**src/rtl/snd_clkgen_frac.sv**
```systemverilog
// snd_clkgen_frac: fractional-accumulator audio clock generator (MCLK/BCLK/LRCK).
// Ports: CLK, RST_N, ENABLE, RATE_VLD/RATE_INC/RATE_RDY, SND_MCLK/BCLK/LRCK,
//        MCLK_RISE, FRAME_START; FRAME_CNT only with SND_CLKGEN_FRAME_CNT_EN.
module snd_clkgen_frac #(
  parameter int               ACC_W       = 32,
  parameter logic [ACC_W-1:0] INC_DEFAULT = 32'h9D49_5183,
  parameter int               BCLK_DIV    = 4,
  parameter int               LR_BCLKS    = 64
) (
  input  logic             CLK,
  input  logic             RST_N,
  input  logic             ENABLE,
  input  logic             RATE_VLD,
  input  logic [ACC_W-1:0] RATE_INC,
  output logic             RATE_RDY,
  output logic             SND_MCLK,
  output logic             SND_BCLK,
  output logic             SND_LRCK,
  output logic             MCLK_RISE,
`ifdef SND_CLKGEN_FRAME_CNT_EN
  output logic [15:0]      FRAME_CNT,
`endif
  output logic             FRAME_START
);

  localparam int BH = BCLK_DIV / 2;
  localparam int LH = LR_BCLKS / 2;
  localparam int BW = (BH > 1) ? $clog2(BH) : 1;
  localparam int LW = (LH > 1) ? $clog2(LH) : 1;

  typedef enum logic [1:0] {
    RS_IDLE,
    RS_PEND,
    RS_DONE
  } rate_st_t;

  rate_st_t st_q;
  rate_st_t st_d;

  logic [ACC_W-1:0] acc;
  logic [ACC_W-1:0] inc;
  logic [ACC_W-1:0] pend;
  logic [ACC_W:0]   sum;
  logic [BW-1:0]    bcnt;
  logic [LW-1:0]    lcnt;

  logic tick;
  logic mfall;
  logic bwrap;
  logic bfall;
  logic lwrap;
  logic bound;
  logic frozen;
  logic accept;
  logic apply;

  assign sum    = {1'b0, acc} + {1'b0, inc};
  assign tick   = ENABLE & sum[ACC_W];
  assign mfall  = tick & SND_MCLK;
  assign bwrap  = (bcnt == BW'(BH - 1));
  assign bfall  = mfall & bwrap & SND_BCLK;
  assign lwrap  = (lcnt == LW'(LH - 1));
  // LRCK 1->0 is the frame boundary; every divider is at phase 0 here.
  assign bound  = bfall & lwrap & SND_LRCK;
  // With inc = 0 no boundary ever arrives, so a pending rate must not wait.
  assign frozen = (inc == '0);

  always_comb begin
    st_d     = st_q;
    accept   = 1'b0;
    apply    = 1'b0;
    RATE_RDY = 1'b0;
    unique case (st_q)
      RS_IDLE: begin
        RATE_RDY = 1'b1;
        if (RATE_VLD) begin
          accept = 1'b1;
          st_d   = RS_PEND;
        end
      end
      RS_PEND: begin
        if (!ENABLE || frozen || bound) begin
          apply = 1'b1;
          st_d  = RS_DONE;
        end
      end
      RS_DONE: begin
        st_d = RS_IDLE;
      end
      default: begin
        st_d = RS_IDLE;
      end
    endcase
  end

  always_ff @(posedge CLK or negedge RST_N) begin
    if (!RST_N) begin
      st_q <= RS_IDLE;
      pend <= '0;
      inc  <= INC_DEFAULT;
    end else begin
      st_q <= st_d;
      if (accept) begin
        pend <= RATE_INC;
      end
      if (apply) begin
        inc <= pend;
      end
    end
  end

  always_ff @(posedge CLK or negedge RST_N) begin
    if (!RST_N) begin
      acc       <= '0;
      SND_MCLK  <= 1'b0;
      MCLK_RISE <= 1'b0;
    end else if (!ENABLE) begin
      acc       <= '0;
      SND_MCLK  <= 1'b0;
      MCLK_RISE <= 1'b0;
    end else begin
      // A new rate starts from phase 0; the carry of this edge still counts.
      acc       <= apply ? '0 : sum[ACC_W-1:0];
      SND_MCLK  <= SND_MCLK ^ tick;
      MCLK_RISE <= tick & ~SND_MCLK;
    end
  end

  always_ff @(posedge CLK or negedge RST_N) begin
    if (!RST_N) begin
      bcnt     <= '0;
      SND_BCLK <= 1'b0;
    end else if (!ENABLE) begin
      bcnt     <= '0;
      SND_BCLK <= 1'b0;
    end else if (mfall) begin
      if (bwrap) begin
        bcnt     <= '0;
        SND_BCLK <= ~SND_BCLK;
      end else begin
        bcnt <= bcnt + BW'(1);
      end
    end
  end

  always_ff @(posedge CLK or negedge RST_N) begin
    if (!RST_N) begin
      lcnt        <= '0;
      SND_LRCK    <= 1'b0;
      FRAME_START <= 1'b0;
    end else if (!ENABLE) begin
      lcnt        <= '0;
      SND_LRCK    <= 1'b0;
      FRAME_START <= 1'b0;
    end else begin
      FRAME_START <= bound;
      if (bfall) begin
        if (lwrap) begin
          lcnt     <= '0;
          SND_LRCK <= ~SND_LRCK;
        end else begin
          lcnt <= lcnt + LW'(1);
        end
      end
    end
  end

`ifdef SND_CLKGEN_FRAME_CNT_EN
  always_ff @(posedge CLK or negedge RST_N) begin
    if (!RST_N) begin
      FRAME_CNT <= '0;
    end else if (!ENABLE) begin
      FRAME_CNT <= '0;
    end else if (bound) begin
      FRAME_CNT <= FRAME_CNT + 16'd1;
    end
  end
`endif

endmodule

```
**config.mk**
```make
export PLATFORM = sky130hd
export DESIGN_NAME = snd_clkgen_frac
export DESIGN_NICKNAME = d
export VERILOG_FILES = /design/src/rtl/snd_clkgen_frac.sv
export SDC_FILE = /design/constraint.sdc
export NUM_CORES = 1
export LEC_CHECK = 0
export CAP_MARGIN = 15
export CORE_AREA = 5 5 102 104
export DETAILED_ROUTE_END_ITERATION = 16
export DIE_AREA = 0 0 107 109
export PLACE_DENSITY = 0.84
export REMOVE_ABC_BUFFERS = 1
export SYNTH_ARGS = -nofsm -noshare
export SYNTH_HDL_FRONTEND = slang
export SYNTH_SLANG_ARGS = --single-unit
```
**constraint.sdc**
```tcl
create_clock -name CLK -period 7.5 [get_ports CLK]
set_input_delay 1.5 -clock CLK [delete_from_list [all_inputs] [get_ports CLK]]
set_output_delay 1.5 -clock CLK [all_outputs]
set_load 0.1 [all_outputs]
```
==> results.txt, run 1 <==
----------------------------------------------------
[STA]
  Setup clock skew after layout ... 0.00991 ns
  Final hold violations ... 0
  Pins over their slew limit ... 0
  RSZ-0062 raised after global routing ... no
  Final setup violation count ... 0
  Final critical-path share of the clock period ... 0.654
  Setup TNS ... 0 ns
  Highest clock frequency the design can meet ... 204 MHz
  Worst rel slew slack ... 0.353
  Min Clock Period, post-route ... 4.91 ns
  Actual transition at the worst max-transition pin ... 0.968 ns

[Global routing]
  Via count of the first global-routing pass ... 4,265
  Maximum number of pins on one net before global-route repair ... 71
  Wire length of the first global-routing pass ... 20,700 um
  GRT Resource Usage Total ... 0.225
  Remaining global-route overflow ... 0
  Initial antenna violation count ... 0

[Final layout]
  P&R area growth vs syn ... 11.7%
  Share of layout cells above drive strength 1 ... 0.191
  Commonest non-fill, non-tap cells in the layout ... dfrtp_1, mux2_2, clkdlybuf4s50_1
  Filler Cell Count ... 692
  Final core utilization ... 0.688
  Commonest non-fill, non-tap cell in the layout ... dfrtp_1
  Antenna fix cells ... 0
  Total number of nets in the final design ... 648

[Detailed routing]
  Vias ... 4,351
  DRT iter0 DRCs ... 268
  Routed len/inst ... 17.4 um
  Detailed-routing iteration count for the pre-antenna-repair pass ... 5
  Via/cell ratio ... 6.27
  Detailed-route DRC error count ... 0
  Routed Antenna Nets ... 0
  Total wire length after detailed routing ... 12,100 um

[Placed design]
  Placer's final routability congestion estimate ... 0.942
  Port Buffer Count ... 41
  Detailed placer's ending HPWL ... 8720 um

[Synthesis]
  Number of storage elements in the synthesis netlist ... 109
  Mean instance size in the synthesized netlist ... 10.8 sq um
  Part of the Yosys area used for sequential elements ... 0.471
  Post-Syn Instances ... 540
  Synth warnings ... 0
  Synth unique cells ... 54
  Async SR Flop Fraction ... 1.00
  Prevailing post-synth register cell ... dfrtp_1
  Number of enable-type register cells in the synthesized netlist ... 0
  Cell Area, Synth ... 5830 sq um

[Flow run]
  Number of maximum-capacitance violations ... 0

[Critical path]
  Slowest cell delay on critical path ... 0.56 ns
  CP Depth ... 18
  Worst-case reg-to-reg path depth ... 18
  Number of buffers and inverters on the critical path ... 2
  CP Capture Type ... flip-flop
  RR Startpoint ... inc[0]
  Maximum fanout along the worst path ... 27
  Critical path class ... flip-flop to flip-flop
  Cells traversed along the worst timing path ... ha_1 > inv_1 > fa_1 > nor2b_1 > o2111ai_1 > a211o_1 > a211o_1 > a21oi_1 > o41ai_1 > o21ai_0 > ha_1 > and3_1 > nand3_1 > o21a_1 > nand2_1 > nand2b_1 > buf_4 > mux2_2
  Slowest cell on the critical path ... dfstp_2
  End point of the critical path ... inc[20]
  Signal arrival time at the worst endpoint ... 5.18 ns
  Family with the most delay on the worst path ... compound AO/OA/AOI/OAI gates
  Required time reported for the critical path endpoint ... 7.77 ns
  Reg-to-reg critical path endpoint ... inc[20]
  Kind of start point of the critical path ... flip-flop
  Launch point of the worst path ... inc[0]
  Setup slack on the worst flop-to-flop path ... 2.59 ns

[Die]
  Die Span X ... 107 um
  # rows ... 36
  Die area ... 11,700 sq um
  Initial Utilization ... 0.616
  DIE HEIGHT ... 109 um
  Number of I/O pins ... 42
  Core outline area ... 9460 sq um

[Clocking]
  Buffers from clock root to sink, at most ... 2
  Root Buffer ... clkbuf_8
  Clock net sink count ... 109
  Post_cts resized ... 0
  Clk pin slew, worst setup/hold paths ... 0.10 ns
  Maximum level of the CTS H-tree ... 3
  CTS Hold Bufs ... 0
  Later-pin clock latency in the skew report ... 0.38 ns
  Setup repair bufs after CTS ... 0
  CTS tree ... done
  Total CTS buffers ... 9

[Status]
  Outcome ... finished clean

[Power]
  Lkg Pwr ... 2.93 nW
  Total power ... 2.86 mW
  Power density over the cells ... 439 nW/um^2
  Worst vdd rail ir drop ... 0.238 mV

[Min path]
  Type of the worst min-delay path ... flip-flop to flip-flop

----------------------------------------------------
metal layers:
metal  GRT usage  share of wire  up-vias
met2       0.357           0.47      147
li1            -              -     2055
met3      0.0414          0.054       22
met5           0              0        -
met4      0.0913          0.021        0
met1       0.308           0.45     2127
cells by family (layout without fill, tap and decap cells):
group           count (synthesis)  count (layout)  share of synthesized area
compound gates                126             126                      0.141
xor+xnor                       15              15                     0.0226
flops                         109             109                      0.471
mux                            68              68                      0.131
buf+inv                        31              71                     0.0213
simple gates                  154             154                      0.133
fa+ha+maj                      37              37                     0.0808
registers in the layout (all words and copies together), names as in the netlist:
register	count
SND_BCLK	1
bcnt	1
SND_MCLK	1
SND_LRCK	1
FRAME_START	1
MCLK_RISE	1
pend	32
lcnt	5
inc	32
st_q	2
acc	32
layout make-up:
type,instances,area (sq um),area share
Clock buffer,11,151,0.0233
Clock inverter,5,33.8,0.00519
Sequential cell,109,2750,0.422
Tap cell,114,143,0.0219
Inverter,10,37.5,0.00577
Timing Repair Buffer,45,438,0.0673
Multi-Input combinational cell,400,2960,0.455
through the flow:
step	area, sq um	worst slack (ns)	hold WS [ns]	std cells
floorplan	5740	2.13	0.477	519
global placement	6320	2.84	0.487	678
finish	6510	2.59	0.509	694
global route	6510	2.25	0.530	694
detailed placement	6320	2.64	0.494	678
CTS	6510	2.59	0.516	694
worst min-delay path by stage:
stage,from,to,cells after the start
final,pend[17],pend[17],1
after global placement,pend[10],inc[10],1
after floorplan,pend[0],pend[0],1
after detailed placement,pend[26],pend[26],1
after global routing,pend[31],pend[31],1
after CTS,pend[17],pend[17],1
cell usage after synthesis, drive strengths merged, types with 9 or more instances:
library cell / count / area [sq um]
dfrtp: 95 / 2380
mux2: 64 / 721
a21oi: 37 / 196
nor2: 37 / 141
ha: 36 / 450
nand2: 29 / 109
o21ai: 24 / 120
clkbuf: 20 / 75.1
a21o: 19 / 143
nor3: 17 / 85.1
nand3: 16 / 80.1
dfstp: 14 / 368
inv: 10 / 37.5
xnor2: 10 / 87.6
and3: 9 / 57.6
worst reg2reg max path: stages, from the launching register on:
cell and delay, ns:
dfstp_2 0.56, ha_1 0.19, inv_1 0.06, fa_1 0.37, nor2b_1 0.20, o2111ai_1 0.20
a211o_1 0.35, a211o_1 0.29, a21oi_1 0.28, o41ai_1 0.17, o21ai_0 0.28, ha_1 0.27
and3_1 0.26, nand3_1 0.13, o21a_1 0.17, nand2_1 0.10, nand2b_1 0.24, buf_4 0.34
mux2_2 0.34
report_power, final:
part | switching [mW] | internal (mW)
clock | 0.202 | 0.139
sequential | 0.163 | 0.859
combinational | 0.826 | 0.671
total | 1.19 | 1.67
No activity file was read; power rests on OpenSTA's default activity.
==> inputs of run 2 (changes only) <==
--- a/config.mk
+++ b/config.mk
@@ -6,10 +6,10 @@
 export NUM_CORES = 1
 export LEC_CHECK = 0
 export CAP_MARGIN = 15
-export CORE_AREA = 5 5 102 104
+export CORE_AREA = 5 5 111 113
 export DETAILED_ROUTE_END_ITERATION = 16
-export DIE_AREA = 0 0 107 109
-export PLACE_DENSITY = 0.84
+export DIE_AREA = 0 0 116 118
+export PLACE_DENSITY = 0.75
 export REMOVE_ABC_BUFFERS = 1
 export SYNTH_ARGS = -nofsm -noshare
 export SYNTH_HDL_FRONTEND = slang
==> constraint.sdc (replaced) <==
create_clock -name CLK -period 4 [get_ports CLK]
set_input_delay 0.8 -clock CLK [delete_from_list [all_inputs] [get_ports CLK]]
set_output_delay 0.8 -clock CLK [all_outputs]
set_load 0.1 [all_outputs]
==> run 2 against run 1 <==
  * The flow now finishes with violations (negative setup slack)
  * Sequential power is 87% higher
  * Power up 120%
  * Design area grew 14%
  * Global-route usage decreased by 1.5 points
  * Register-to-register slack worse by 2.7 ns
  * Clock-buffer cell count is the same
  * Die area rose by 17%
  * Clock skew shrank 0.0013 ns
  * Via count grew 7.0%
  * Critical path type unchanged
==> results.txt, run 2 (synthesis gave the netlist of run 1 again) <==
----------------------------------------------------
[Critical path]
  Signal arrival time at the worst endpoint ... 4.31 ns
  Reg-to-reg critical path endpoint ... inc[15]
  Required time reported for the critical path endpoint ... 4.24 ns
  CP Capture Type ... flip-flop
  RR Startpoint ... inc[0]
  Kind of start point of the critical path ... flip-flop
  Worst-case reg-to-reg path depth ... 18
  Setup slack on the worst flop-to-flop path ... -0.07 ns
  Maximum fanout along the worst path ... 8
  Critical path class ... flip-flop to flip-flop

[Detailed routing]
  Total wire length after detailed routing ... 14,200 um
  Vias ... 4,654
  Routed len/inst ... 18.0 um
  Via/cell ratio ... 5.91
  DRT iter0 DRCs ... 371
  Detailed-route DRC error count ... 0
  Detailed-routing iteration count for the pre-antenna-repair pass ... 5
  Routed Antenna Nets ... 0

[Global routing]
  GRT Resource Usage Total ... 0.210
  Initial antenna violation count ... 0
  Maximum number of pins on one net before global-route repair ... 55
  Via count of the first global-routing pass ... 4,787
  Wire length of the first global-routing pass ... 23,100 um
  Remaining global-route overflow ... 0

[STA]
  Setup clock skew after layout ... 0.00865 ns
  Actual transition at the worst max-transition pin ... 0.972 ns
  Worst rel slew slack ... 0.350
  Min Clock Period, post-route ... 4.07 ns
  Final hold violations ... 0
  Pins over their slew limit ... 0
  Final critical-path share of the clock period ... 1.02
  Post-Route Hold Slack ... 0.471 ns
  RSZ-0062 raised after global routing ... yes
  Final setup violation count ... 59
  Worst-case setup margin in the final layout ... -0.0664 ns
  Highest clock frequency the design can meet ... 246 MHz

[Status]
  Outcome ... finished, violations left
  Failing checks ... negative setup slack

[Placed design]
  Post-detailed-placement cell area ... 6740 sq um
  Placer's final routability congestion estimate ... 0.925
  Detailed placer's ending HPWL ... 9510 um
  # placed instances ... 751
  Port Buffer Count ... 41

[Die]
  Initial Utilization ... 0.519
  Die area ... 13,700 sq um
  # rows ... 39
  Core outline area ... 11,200 sq um
  DIE HEIGHT ... 118 um
  Die Span X ... 116 um
  Number of I/O pins ... 42

[Min path]
  Type of the worst min-delay path ... input port to asynchronous set/reset pin

[Clocking]
  Maximum level of the CTS H-tree ... 3
  Total CTS buffers ... 9
  Root Buffer ... clkbuf_16
  Later-pin clock latency in the skew report ... 0.36 ns
  Clock net sink count ... 109
  CTS Hold Bufs ... 0
  Buffers from clock root to sink, at most ... 2
  Clk pin slew, worst setup/hold paths ... 0.07 ns
  CTS tree ... done

[Power]
  Power density over the cells ... 850 nW/um^2
  Lkg Pwr ... 3.40 nW
  Worst vdd rail ir drop ... 0.406 mV

[Final layout]
  Multi-input combinational cell area ... 3100 sq um
  Register cell area after layout ... 2750 sq um
  Share of layout cells above drive strength 1 ... 0.295
  P&R area growth vs syn ... 27.7%
  Antenna fix cells ... 0
  Commonest non-fill, non-tap cell in the layout ... dfrtp_1
  Commonest non-fill, non-tap cells in the layout ... dfrtp_1, mux2_2, buf_4
  Final Non-Filler Cells ... 787
  Filler Cell Count ... 840
  Total number of nets in the final design ... 712
  Final design area excluding fillers ... 7440 sq um
  Largest registers ... acc x32, inc x32, pend x32

[Flow run]
  Number of maximum-capacitance violations ... 0

----------------------------------------------------
[run 2: repair_timing]
action | CTS | global route
gates cloned | 1 | 2
setup endpoints to repair | 61 | 64
buffers inserted | 13 | 4
resized for setup | 13 | 18
endpoints found under the hold margin | 0 | 0
pin swaps | 5 | 14
[run 2: per-stage QoR]
| step | total power, mW | utilization | worst slack, ns | setup TNS [ns] |
|---|---|---|---|---|
| final | 6.32 | 0.663 | -0.0664 | -2.07 |
| after floorplan | 4.02 | - | -1.37 | -53.01 |
| after global routing | 6.74 | 0.663 | -0.244 | -12.31 |
| after CTS | 6.14 | 0.647 | 0.00168 | 0 |
| after global placement | 4.87 | 0.601 | -0.00846 | -0.0832 |
| after detailed placement | 5.00 | 0.601 | -0.187 | -5.76 |
[run 2: how the worst max path moves through the flow]
stage               depth (start not counted)    from  slack (ns)  endpoint
global placement                           18  inc[0]      -0.008    inc[5]
detailed placement                         18  inc[0]       -0.19    inc[9]
finish                                     18  inc[0]       -0.07   inc[15]
floorplan                                  17  inc[0]       -1.37   acc[30]
CTS                                        20  inc[0]       0.002   acc[25]
global route                               20  inc[0]       -0.24   acc[25]
[run 2: layout make-up]
type                    count  share of cell area
clock buffers              11              0.0313
clock inverters             5              0.0145
inverters                  10             0.00505
multi-input cells         400               0.417
flip-flops and latches    109               0.369
well taps                 143              0.0241
repair buffers            109               0.139
[run 2: worst max-delay path, cell delays in order, from the launching register on]
cell and delay [ns]:
dfstp_2 0.56, ha_4 0.14, inv_2 0.04, fa_2 0.39, nor2b_4 0.18, o2111ai_4 0.14
a211o_1 0.29, a211o_1 0.33, a21oi_4 0.21, o41ai_4 0.12, o21ai_2 0.19, ha_2 0.21
and3_4 0.19, nand3_2 0.09, o21a_1 0.17, nand2_2 0.11, nand2b_4 0.12, clkbuf_16 0.20
mux2_2 0.27
[run 2: report_power, final]
| group | leakage (nW) | switching, mW | internal, mW |
|---|---|---|---|
| Clock | 0.165 | 0.412 | 0.618 |
| Combinational | 1.91 | 1.77 | 1.60 |
| Sequential | 1.32 | 0.299 | 1.61 |
[run 2: layer usage]
metal	track usage	part of all wire
met4	0.0798	0.029
met2	0.342	0.49
met5	0	0
met1	0.283	0.44
met3	0.0267	0.041
